**src/rtl/fifo_n2w_pkg.sv**
```systemverilog
// rtl/fifo_n2w_pkg.sv - shared constants and helpers for the narrow-write / wide-read FIFO
package fifo_n2w_pkg;

  localparam int WR_STEP = 1;
  localparam int RD_STEP = 2;

  function automatic int depth_of(input int addr_width);
    return 1 << addr_width;
  endfunction

endpackage

```
**src/rtl/fifo_n2w_ctrl.sv**
```systemverilog
// rtl/fifo_n2w_ctrl.sv - pointer, occupancy and status controller for fifo_n2w
module fifo_n2w_ctrl
  import fifo_n2w_pkg::*;
#(
  parameter int ADDR_WIDTH = 3
) (
  input  logic                  clk,
  input  logic                  reset,
  input  logic                  wr,
  input  logic                  rd,
  output logic [ADDR_WIDTH-1:0] w_addr,
  output logic [ADDR_WIDTH-1:0] r_addr,
  output logic                  wr_en,
  output logic                  full,
  output logic                  empty,
  output logic [ADDR_WIDTH:0]   word_cnt,
  output logic                  ovf,
  output logic                  udf
);

  localparam int DEPTH = depth_of(ADDR_WIDTH);
  localparam logic [ADDR_WIDTH:0]   DEPTH_C = (ADDR_WIDTH+1)'(DEPTH);
  localparam logic [ADDR_WIDTH:0]   CNT_W   = (ADDR_WIDTH+1)'(WR_STEP);
  localparam logic [ADDR_WIDTH:0]   CNT_R   = (ADDR_WIDTH+1)'(RD_STEP);
  localparam logic [ADDR_WIDTH-1:0] PTR_W   = ADDR_WIDTH'(WR_STEP);
  localparam logic [ADDR_WIDTH-1:0] PTR_R   = ADDR_WIDTH'(RD_STEP);

  logic [ADDR_WIDTH-1:0] wr_ptr;
  logic [ADDR_WIDTH-1:0] rd_ptr;
  logic [ADDR_WIDTH:0]   cnt;
  logic                  wr_acc;
  logic                  rd_acc;

  assign full     = (cnt == DEPTH_C);
  // A wide word needs two narrow entries, so one leftover byte still reads as empty.
  assign empty    = (cnt < CNT_R);
  assign word_cnt = cnt;
  assign wr_acc   = wr & ~full;
  assign rd_acc   = rd & ~empty;
  assign wr_en    = wr_acc;
  assign w_addr   = wr_ptr;
  assign r_addr   = rd_ptr;

  always_ff @(posedge clk or posedge reset) begin
    if (reset) begin
      wr_ptr <= '0;
      rd_ptr <= '0;
      cnt    <= '0;
      ovf    <= 1'b0;
      udf    <= 1'b0;
    end else begin
      if (wr_acc) wr_ptr <= wr_ptr + PTR_W;
      if (rd_acc) rd_ptr <= rd_ptr + PTR_R;
      cnt <= cnt + (wr_acc ? CNT_W : '0) - (rd_acc ? CNT_R : '0);
      ovf <= wr & full;
      udf <= rd & empty;
    end
  end

endmodule

```
**src/rtl/fifo_n2w.sv**
```systemverilog
// rtl/fifo_n2w.sv - asymmetric FIFO: one narrow word in per write, two narrow words out per read
module fifo_n2w
  import fifo_n2w_pkg::*;
#(
  parameter int DATA_WIDTH = 8,
  parameter int ADDR_WIDTH = 3
) (
  input  logic                    clk,
  input  logic                    reset,
  input  logic                    wr,
  input  logic [DATA_WIDTH-1:0]   w_data,
  input  logic                    rd,
  output logic [2*DATA_WIDTH-1:0] r_data,
  output logic                    full,
  output logic                    empty,
  output logic [ADDR_WIDTH:0]     word_cnt,
  output logic                    ovf,
  output logic                    udf
);

  localparam int DEPTH = depth_of(ADDR_WIDTH);

  logic [DATA_WIDTH-1:0] mem [DEPTH];
  logic [ADDR_WIDTH-1:0] w_addr;
  logic [ADDR_WIDTH-1:0] r_addr;
  logic [ADDR_WIDTH-1:0] r_addr_hi;
  logic                  wr_en;

  fifo_n2w_ctrl #(.ADDR_WIDTH(ADDR_WIDTH)) u_ctrl (
    .clk      (clk),
    .reset    (reset),
    .wr       (wr),
    .rd       (rd),
    .w_addr   (w_addr),
    .r_addr   (r_addr),
    .wr_en    (wr_en),
    .full     (full),
    .empty    (empty),
    .word_cnt (word_cnt),
    .ovf      (ovf),
    .udf      (udf)
  );

  always_ff @(posedge clk) begin
    if (wr_en) mem[w_addr] <= w_data;
  end

  // r_addr is always even, so the upper half never wraps past the array end.
  assign r_addr_hi = r_addr + ADDR_WIDTH'(1);
  assign r_data    = {mem[r_addr_hi], mem[r_addr]};

endmodule

```
**config.mk**
```make
export PLATFORM = sky130hd
export DESIGN_NAME = fifo_n2w
export DESIGN_NICKNAME = d
export VERILOG_FILES = /design/src/rtl/fifo_n2w_pkg.sv /design/src/rtl/fifo_n2w_ctrl.sv /design/src/rtl/fifo_n2w.sv
export SDC_FILE = /design/constraint.sdc
export NUM_CORES = 1
export LEC_CHECK = 0
export ABC_CLOCK_PERIOD_IN_PS = 4300
export BUFFER_PORTS_ARGS = -buffer_cell sky130_fd_sc_hd__buf_4
export CAP_MARGIN = 15
export CORE_MARGIN = 8
export CORE_UTILIZATION = 40
export CTS_CLUSTER_DIAMETER = 60
export CTS_CLUSTER_SIZE = 12
export DETAILED_ROUTE_END_ITERATION = 8
export GPL_ROUTABILITY_DRIVEN = 0
export GPL_TIMING_DRIVEN = 0
export HOLD_SLACK_MARGIN = 0.08
export PLACE_DENSITY = 0.6
export RECOVER_POWER = 25
export REMOVE_ABC_BUFFERS = 1
export SLEW_MARGIN = 20
export SYNTH_ARGS = -nofsm -noshare
export SYNTH_HDL_FRONTEND = slang
export SYNTH_SLANG_ARGS = --single-unit
```
**constraint.sdc**
```tcl
create_clock -name clk -period 4.3 [get_ports clk]
set_input_delay 0.43 -clock clk [delete_from_list [all_inputs] [get_ports clk]]
set_output_delay 0.43 -clock clk [all_outputs]
set_load 0.1 [all_outputs]
```
==> flow_metrics.py <==
metrics = {
    "status": {
        "outcome": "finished, final reports clean",
    },
    "timing": {
        "relSlewSlack": 0.3534,
        "finalClockSkew_ns": 0.01004,
        "drv_slew": 0,
        "setup_violations": 0,
        "hold_violations": 0,
        "clock.fmax_mhz": 362.2,
        "fin_crit_sh": 0.6422,
        "finalSetupTns_ns": 0,
        "layout_min_cycle_time_ns": 2.761,
        "worst_pin_slew_ns": 0.9656,
        "rsz0062_at_grt": "no",
    },
    "min_path": {
        "hold_class": "in -> async",
    },
    "layout": {
        "final_cells": 307,
        "syn_to_final_growth_pct": 19.13,
        "regArea_um2": 2198,
        "multi_input_area_um2": 827.0,
        "nFillCells": 634,
        "num_antenna_cells": 0,
        "nNetsFinal": 220,
        "final_layout_size_suffix_gt1_frac": 0.3561,
    },
    "synthesis": {
        "synth_most_common_cell": "edfxtp_1",
        "synth-main-ff-cell": "edfxtp_1",
        "syn_area_um2": 3067,
        "synth_area_leaders": "edfxtp_1, mux4_2, dfrtp_1",
        "async_flop_share": 0.1467,
        "ys_warn_count": 0,
        "syn_inst": 158,
        "synth_edf_count": 64,
        "synth.top_cell.area_share": 0.6267,
        "synth_cell_types": 33,
        "ys_ff_latch": 75,
        "synth.largest_area_cell": "edfxtp_1",
        "syn_avg_cell_area_um2": 19.41,
        "yosysSeqAreaShare": 0.7164,
        "synth_common_cells": "edfxtp_1, mux4_2, dfrtp_1",
    },
    "placed_design": {
        "dp_hpwl_um": 3733,
        "portBuffers": 35,
        "dpl.cell_count": 291,
    },
    "grt": {
        "grt_max_degree": 22,
        "grt_pass1_wl_um": 8611,
        "grt_pass1_vias": 1687,
        "antenna_found_initial": 0,
        "track_usage": 0.1045,
        "grt-ovfl-total": 0,
    },
    "cts": {
        "cts-root-buf": "clkbuf_8",
        "clockBufferDepth": 2,
        "cts_tree": "built",
        "clk_latency_ns": 0.34,
        "cts_resized": 0,
        "clkTransAtPathRegs_ns": 0.08,
        "cts_setup_buffers": 0,
        "clock_sinks": 75,
        "h-tree-depth": 3,
        "holdBufCountCts": 0,
        "numCtsBuffers": 9,
    },
    "setup_path": {
        "cp-end-kind": "output pin",
        "reg2reg_to": "u_ctrl.word_cnt[3]$_DFF_PP0_",
        "cp_slowest_stage_delay_ns": 0.81,
        "crit_chain": "inv_1, ha_1, nor3b_2, buf_4",
        "critPathMaxFanout": 14,
        "path_class": "reg -> out",
        "r2r_slack_ns": 1.97,
        "critPathTopFamily": "simple AND/OR/NAND/NOR gates",
        "crit_arrival_ns": 2.33,
        "timing.rr.start": "u_ctrl.word_cnt[2]$_DFF_PP0_",
        "startpoint_type": "register",
        "critPathRequiredTime_ns": 3.87,
        "path_buf_inv": 2,
        "cp_slowest_cell": "nor3b_2",
        "rr_worst_depth": 7,
    },
    "routing": {
        "routedWlPerCell_um": 17.64,
        "drc_errors": 0,
        "drt_first_iter_violations": 35,
        "antenna_left": 0,
        "vias": 1534,
        "wl_um": 5415,
        "dr.pass1.iters": 4,
        "vias_per_cell": 4.997,
    },
    "job": {
        "cap_violations": 0,
    },
    "floorplan": {
        "fp.coreArea_um2": 7567,
        "ioPinCount": 36,
        "die_h_um": 103.6,
        "fp-row-count": 32,
        "initial_utilization": 0.4053,
        "dieArea_um2": 10720,
        "dieWidth_um": 103.6,
    },
}
cells in the final DEF (no fill, tap or decap), types with 2 or more instances in the layout:
cell type and n:
nand3b_1 3, edfxtp_1 64, o221ai_1 2, o211ai_1 2, dfrtp_1 10, a21bo_2 2, buf_4 28, clkbuf_8 9
o21ai_0 2, nand4bb_1 3, inv_1 6, nor3b_2 3, bufinv_16 2, and2_1 3, mux4_2 15, nand2_1 5
clkbuf_1 8, nor4b_2 2, buf_2 3, nor2_1 2, nand2b_1 6, ha_1 8, inv_6 2
flip-flops by register name, summed over array words and instances, names as in the netlist:
name             cells
mem                 64
u_ctrl.udf           1
u_ctrl.r_addr        2
u_ctrl.w_addr        3
u_ctrl.ovf           1
u_ctrl.word_cnt      4
cell type report:
type                       count  area share
timing repair buffer          39     0.06986
tap                          102     0.03493
sequential                    75      0.6017
clock inverter                 7     0.02705
inverter                       6    0.006164
multi-input combinational     69      0.2264
clock buffer                   9     0.03390
how the worst max path moves through the flow:
stage	startpoint	endpoint	slack [ns]	cells past startpoint
2_1_floorplan	u_ctrl.word_cnt[2]$_DFF_PP0_	u_ctrl.word_cnt[3]$_DFF_PP0_	-0.46	8
6_report	u_ctrl.word_cnt[2]$_DFF_PP0_	full	1.54	4
3_5_place_dp	u_ctrl.word_cnt[2]$_DFF_PP0_	full	1.88	4
5_1_grt	u_ctrl.word_cnt[2]$_DFF_PP0_	full	1.41	4
3_3_place_gp	u_ctrl.word_cnt[2]$_DFF_PP0_	mem[2][0]$_DFFE_PP_	1.40	4
4_1_cts	u_ctrl.word_cnt[2]$_DFF_PP0_	full	1.50	4
cell families after synthesis:
kind of cell,count (synthesis),synth area share
flip-flops,75,0.7164
AND/OR/NAND/NOR,33,0.07385
multiplexers,16,0.1187
buffers and inverters,14,0.02692
AO/OA/AOI/OAI,11,0.02856
adder cells (fa/ha/maj),8,0.03264
XOR/XNOR,1,0.002856
per-stage QoR:
step           cell area, um^2    util  hold WS [ns]  setup slack, ns
2_1_floorplan             3007       -        0.2824          -0.4577
3_3_place_gp              3397  0.4489        0.4496            1.396
3_5_place_dp              3461  0.4573        0.4691            1.881
4_1_cts                   3684  0.4868       0.09004            1.503
5_1_grt                   3654  0.4828        0.1128            1.407
6_report                  3654  0.4828       0.08785            1.539
per-layer routing:
metal,wire length [um],share of wire,GRT usage
met1,2289,0.42,0.1152
met2,2842,0.52,0.1797
met3,212,0.039,0.02974
met4,70,0.013,0.05352
met5,0,0,0
Power is not shown: default switching activity piles up to over one toggle a cycle in this logic, so the estimate is an artifact.
